===== src/rtl/traffic_phase_ctrl.sv =====
// Two-road traffic phase controller: NS/EW greens with yellow and all-red
// clearance, detector-gated green exits and an optional pedestrian walk phase.
//
// Ports:
//   clk, rst (async, active-high), tick (timer time base),
//   ns_detect / ew_detect (vehicle presence, sampled on exit ticks),
//   ns_*/ew_* lamps (registered, one-hot per road),
//   phase (0 NS_G,1 NS_Y,2 AR_NS,3 EW_G,4 EW_Y,5 AR_EW,6 PED),
//   remaining (current timer value).
// Optional feature macro TRAFFIC_PED_EN adds ped_req (in) and walk (out).
module traffic_phase_ctrl #(
  parameter int NS_MIN_GREEN = 32,
  parameter int EW_MIN_GREEN = 16,
  parameter int YELLOW_T     = 4,
  parameter int ALLRED_T     = 1,
  parameter int PED_T        = 8,
  parameter int CNT_W        = 6
) (
  input  logic             clk,
  input  logic             rst,
  input  logic             tick,
  input  logic             ns_detect,
  input  logic             ew_detect,
`ifdef TRAFFIC_PED_EN
  input  logic             ped_req,
  output logic             walk,
`endif
  output logic             ns_red,
  output logic             ns_yellow,
  output logic             ns_green,
  output logic             ew_red,
  output logic             ew_yellow,
  output logic             ew_green,
  output logic [2:0]       phase,
  output logic [CNT_W-1:0] remaining
);

  localparam logic [2:0] S_NSG  = 3'd0;
  localparam logic [2:0] S_NSY  = 3'd1;
  localparam logic [2:0] S_ARNS = 3'd2;
  localparam logic [2:0] S_EWG  = 3'd3;
  localparam logic [2:0] S_EWY  = 3'd4;
  localparam logic [2:0] S_AREW = 3'd5;
  localparam logic [2:0] S_PED  = 3'd6;

  localparam logic [CNT_W-1:0] LD_NSG = CNT_W'(NS_MIN_GREEN - 1);
  localparam logic [CNT_W-1:0] LD_EWG = CNT_W'(EW_MIN_GREEN - 1);
  localparam logic [CNT_W-1:0] LD_Y   = CNT_W'(YELLOW_T - 1);
  localparam logic [CNT_W-1:0] LD_AR  = CNT_W'(ALLRED_T - 1);
  localparam logic [CNT_W-1:0] LD_PED = CNT_W'(PED_T - 1);

  // Timer reload value for the state being entered.
  function automatic logic [CNT_W-1:0] load_of(input logic [2:0] s);
    case (s)
      S_NSG:         load_of = LD_NSG;
      S_EWG:         load_of = LD_EWG;
      S_NSY, S_EWY:  load_of = LD_Y;
      S_ARNS,
      S_AREW:        load_of = LD_AR;
      default:       load_of = LD_PED;
    endcase
  endfunction

  // Lamp pattern {ns_r, ns_y, ns_g, ew_r, ew_y, ew_g}.
  function automatic logic [5:0] lamps_of(input logic [2:0] s);
    case (s)
      S_NSG:   lamps_of = 6'b001_100;
      S_NSY:   lamps_of = 6'b010_100;
      S_EWG:   lamps_of = 6'b100_001;
      S_EWY:   lamps_of = 6'b100_010;
      default: lamps_of = 6'b100_100;
    endcase
  endfunction

  logic [2:0]       state_q, state_d;
  logic [CNT_W-1:0] cnt_q, cnt_d;
  logic [5:0]       lamp_q;

`ifdef TRAFFIC_PED_EN
  logic ped_q, ped_d;
  // after_q: 1 when EW_G follows the walk phase, 0 when NS_G does.
  logic after_q, after_d;
  logic walk_q;
`endif

  always_comb begin
    state_d = state_q;
    cnt_d   = cnt_q;
`ifdef TRAFFIC_PED_EN
    after_d = after_q;
`endif
    if (tick) begin
      if (cnt_q != '0) begin
        cnt_d = cnt_q - 1'b1;
      end else begin
        case (state_q)
          S_NSG:  if (ew_detect) state_d = S_NSY;
          S_NSY:  state_d = S_ARNS;
          S_ARNS: begin
            state_d = S_EWG;
`ifdef TRAFFIC_PED_EN
            if (ped_q) begin
              state_d = S_PED;
              after_d = 1'b1;
            end
`endif
          end
          S_EWG:  if (ns_detect || !ew_detect) state_d = S_EWY;
          S_EWY:  state_d = S_AREW;
          S_AREW: begin
            state_d = S_NSG;
`ifdef TRAFFIC_PED_EN
            if (ped_q) begin
              state_d = S_PED;
              after_d = 1'b0;
            end
`endif
          end
`ifdef TRAFFIC_PED_EN
          S_PED:  state_d = after_q ? S_EWG : S_NSG;
`endif
          default: state_d = S_NSG;
        endcase
        if (state_d != state_q) cnt_d = load_of(state_d);
      end
    end
  end

`ifdef TRAFFIC_PED_EN
  // A request in the PED entry cycle survives the clear.
  always_comb begin
    ped_d = ped_q;
    if (state_d == S_PED && state_q != S_PED) ped_d = 1'b0;
    if (ped_req) ped_d = 1'b1;
  end
`endif

  always_ff @(posedge clk or posedge rst) begin
    if (rst) begin
      state_q <= S_NSG;
      cnt_q   <= LD_NSG;
      lamp_q  <= lamps_of(S_NSG);
    end else begin
      state_q <= state_d;
      cnt_q   <= cnt_d;
      lamp_q  <= lamps_of(state_d);
    end
  end

`ifdef TRAFFIC_PED_EN
  always_ff @(posedge clk or posedge rst) begin
    if (rst) begin
      ped_q   <= 1'b0;
      after_q <= 1'b0;
      walk_q  <= 1'b0;
    end else begin
      ped_q   <= ped_d;
      after_q <= after_d;
      walk_q  <= (state_d == S_PED);
    end
  end

  assign walk = walk_q;
`endif

  assign {ns_red, ns_yellow, ns_green} = lamp_q[5:3];
  assign {ew_red, ew_yellow, ew_green} = lamp_q[2:0];
  assign phase     = state_q;
  assign remaining = cnt_q;

endmodule

===== config.mk =====
export PLATFORM = sky130hd
export DESIGN_NAME = traffic_phase_ctrl
export DESIGN_NICKNAME = d
export VERILOG_FILES = /design/src/rtl/traffic_phase_ctrl.sv
export SDC_FILE = /design/constraint.sdc
export NUM_CORES = 1
export LEC_CHECK = 0
export ABC_AREA = 0
export BUFFER_PORTS_ARGS = -buffer_cell sky130_fd_sc_hd__buf_2
export CORE_ASPECT_RATIO = 0.7
export CORE_MARGIN = 2
export CORE_UTILIZATION = 45
export DETAILED_ROUTE_END_ITERATION = 6
export PLACE_DENSITY = 0.74
export RECOVER_POWER = 50
export SYNTH_ARGS = -nofsm -noshare
export SYNTH_HDL_FRONTEND = slang
export SYNTH_SLANG_ARGS = --single-unit

===== constraint.sdc =====
create_clock -name clk -period 2.3 [get_ports clk]
set_clock_uncertainty 0.15 [all_clocks]
set_input_delay 0.575 -clock clk [delete_from_list [all_inputs] [get_ports clk]]
set_output_delay 0.575 -clock clk [all_outputs]
set_load 0.005 [all_outputs]

==> results.txt <==
The run finished with clean final reports. Setup TNS after final layout: 0 ns. The run gives 935 µm² as the post-synthesis instance area.

Summed over all nets, the half-perimeter wirelength after detailed placement is 1400 µm. Power spread over the standard cell area amounts to 1110 mW/mm². Summed over all cells, the static leakage comes to 0.487 nW. The run gives 0 as the initial antenna violation count.

The clock drives 15 sinks. 20 I/O pins were placed. The height of the chip works out to 42.1 µm. For this run, the number of Yosys warnings is 0. Of the post-synthesis cell area, the dominant cell type holds 21.4%. The sort of element at the start of the critical path is a flip-flop.

The core region is 0.00190 mm². The maximum number of pins on one net before global-route repair is 17, and the maximum frequency from static timing analysis is 0.488 GHz. In the global route stage, overall resource usage came out at 18.8%. The internal power of the cells totals 0.678 mW. After detailed routing, the number of remaining DRC violations is 0. At the worst endpoint, the arrival time is 2.11 ns. The clock period minus worst slack was 2.05 ns. The worst-case IR drop observed on VDD is 0.000655 V.

The tools report the buffer levels on the longest clock path as 2. Input and output buffers added on the ports amount to 19. Of the total power, registers draw 48.2%. TritonCTS built the clock tree.

Clock-pin transition on the worst setup and hold timing paths: 0.09 ns. Across all layers, the routed design uses 810 vias. The type of element capturing the critical path was a flip-flop. The hold buffer count at cts is 0, and the cell count after synthesis is 97. For the total setup violations reported at the end of the flow, the log shows 0.

The total congestion overflow was 0; the number of flops mapped to enable cells by yosys was 0. Final hold analysis gives a worst-case slack of 0.168 ns. The largest driver fanout on the critical path was 9. At the end of routability-driven placement, the weighted congestion stood at 0.815. The vias per cell is 6.00, and the data required time of the worst path is 2.36 ns. In the synthesized netlist the async set-or-reset flop fraction comes to 100%. The number of maximum-capacitance constraint violations is 0, and the share of the clock period used by the worst path is 89.1%. The number of global-route vias before repair came out at 711. The number of buffers created by CTS is 3, and the switching power total is 0.488 mW. The die covers 0.00246 mm². Synthesis inferred 15 register bits.

The remaining antenna violation count came out at 0. Most repeated cell in the gate-level netlist after synthesis: sky130_fd_sc_hd__dfrtp_1. The most used flip-flop cell after synthesis is sky130_fd_sc_hd__dfrtp_1. The clock share of power is 13.6%, and the number of hold violations in the final report is 0. The run gives 104 as the net count of the mapped netlist. The number of distinct standard cells referenced by the synthesized netlist was 41; the final design utilization was 55.3%. In the synthesized netlist, the cells that appear most often are sky130_fd_sc_hd__dfrtp_1, sky130_fd_sc_hd__dfstp_2, sky130_fd_sc_hd__nor2_1, sky130_fd_sc_hd__clkbuf_1. The fraction of final layout cells with drive strength greater than 1 works out to 31.0%.

Clock latency on the worst-skew pair, taken at its later pin, is 0.29 ns. The run gives 3570 µm as the global-route wire length before repair. Ranked by total cell area, the synthesized netlist is headed by sky130_fd_sc_hd__dfrtp_1, sky130_fd_sc_hd__dfstp_2, sky130_fd_sc_hd__o31ai_1. The area growth from synthesis to layout is 12.6%. Post-CTS timing repair inserted 0 buffers for setup. Summed over all instances, the cell type with the most area after synthesis is sky130_fd_sc_hd__dfrtp_1. After filler insertion, the fill cell instance count of the layout stands at 170. After the first detailed-routing iteration, the DRC count stood at 34. Maximum level of the CTS H-tree: 1.

The run gives 0 as the count of final max-slew check failures. Dividing the detail-routed wire length by the instance count gives 15.5 µm. For the pin with the worst max-slew slack, the measured transition is 0.791 ns. The classification of the worst-slack hold path was in2async. The run gives 0 as the number of diodes added for antenna fixing. The run gives 49.1% as the initial core utilization. The fraction of power spent switching nets is 41.9%.

Setup repair after global routing left no endpoint under its margin. The number of rows created at floorplan was 13; the post-synthesis average cell area was 9.64 µm². Chip width: 58.5 µm. After the last flow step, the layout net total stands at 121. Summed over all layers, the routed wires come to 2100 µm. The library cell used as clock root buffer was sky130_fd_sc_hd__clkbuf_4. Measured against its own limit, the worst slew margin works out to 47.2%. The combinational share of power came out at 38.2%.

For this run, the register share of the synthesized area comes to 41.1%. The critical path in this run is classified as reg2reg. Gates resized during post-CTS repair numbered 0. Detailed-router iteration count before antenna repair: 4.
through the flow:
stage | power [mW] | setup slack (ns) | std cells | area [µm²]
floorplan | 0.839 | 0.288 | 97 | 935
detailed placement | 1.00 | 0.267 | 131 | 1030
global route | 1.25 | 0.134 | 135 | 1050
global placement | 0.996 | 0.287 | 131 | 1030
finish | 1.17 | 0.251 | 135 | 1050
CTS | 1.17 | 0.247 | 135 | 1060
kinds of logic (layout without fill, tap and decap cells):
family / count (synthesis) / after routing / synth area share, %
XOR/XNOR: 1 / 1 / 0.937
AND/OR/NAND/NOR: 36 / 36 / 24.9
adder cells (fa/ha/maj): 2 / 2 / 2.68
buffers and inverters: 12 / 28 / 4.95
flip-flops: 15 / 15 / 41.1
multiplexers: 4 / 4 / 4.55
AO/OA/AOI/OAI: 27 / 27 / 20.9
area by class of cell:
type | instances | area (µm²) | share of cell area, %
Sequential cell | 15 | 384 | 36.5
Multi-Input combinational cell | 70 | 504 | 47.9
Inverter | 5 | 18.8 | 1.78
Tap cell | 22 | 27.5 | 2.62
Clock buffer | 4 | 26.3 | 2.50
Timing Repair Buffer | 19 | 91.3 | 8.68
power groups by stage:
stage | combinational, mW | clock, mW | sequential [mW]
after global placement | 0.439 | 0 | 0.556
after CTS | 0.449 | 0.164 | 0.553
final | 0.445 | 0.158 | 0.562
after detailed placement | 0.444 | 0 | 0.556
after floorplan | 0.354 | 0 | 0.484
after global routing | 0.498 | 0.168 | 0.584
placed cells by master, fill, tap and decap left out, types with 3 or more instances in the layout:
cell,count
sky130_fd_sc_hd__buf_2,16
sky130_fd_sc_hd__dfrtp_1,8
sky130_fd_sc_hd__nor2_1,7
sky130_fd_sc_hd__dfstp_2,7
sky130_fd_sc_hd__inv_1,5
sky130_fd_sc_hd__o31ai_1,5
sky130_fd_sc_hd__o21ai_0,5
sky130_fd_sc_hd__or3_1,4
sky130_fd_sc_hd__nand2_1,4
sky130_fd_sc_hd__clkbuf_1,4
sky130_fd_sc_hd__o41ai_1,3
sky130_fd_sc_hd__clkbuf_4,3
flip-flops by register name, summed over array words and instances (netlist names):
name / count
lamp_q: 6
remaining: 6
phase: 3
worst paths after layout:
check	start	endpoint	slack, ns	cells past startpoint
max in group asynchronous	rst	remaining[3]	1.46	2
setup / recovery	remaining[0]	remaining[0]	0.25	5
min in group clk	remaining[3]	remaining[3]	0.38	2
hold / removal	rst	phase[1]	0.17	2
hold reg to reg	remaining[3]	remaining[3]	0.38	2
setup reg to reg	remaining[0]	remaining[0]	0.25	5
worst max-delay path, cell delays in order, from the launching register on:
cell,delay [ns]
sky130_fd_sc_hd__dfstp_2,0.43
sky130_fd_sc_hd__inv_1,0.09
sky130_fd_sc_hd__ha_1,0.19
sky130_fd_sc_hd__or4b_1,0.60
sky130_fd_sc_hd__o211a_1,0.28
sky130_fd_sc_hd__nor4_2,0.23
per-layer routing:
metal / GRT usage (%) / routed length, µm / part of all wire [%]
met2: 23.8 / 888 / 42
met4: 4.19 / 34 / 1.6
met1: 30.3 / 1030 / 49
met5: 0 / 0 / 0
met3: 5.56 / 147 / 7.0
(Power assumes the default switching activity.)
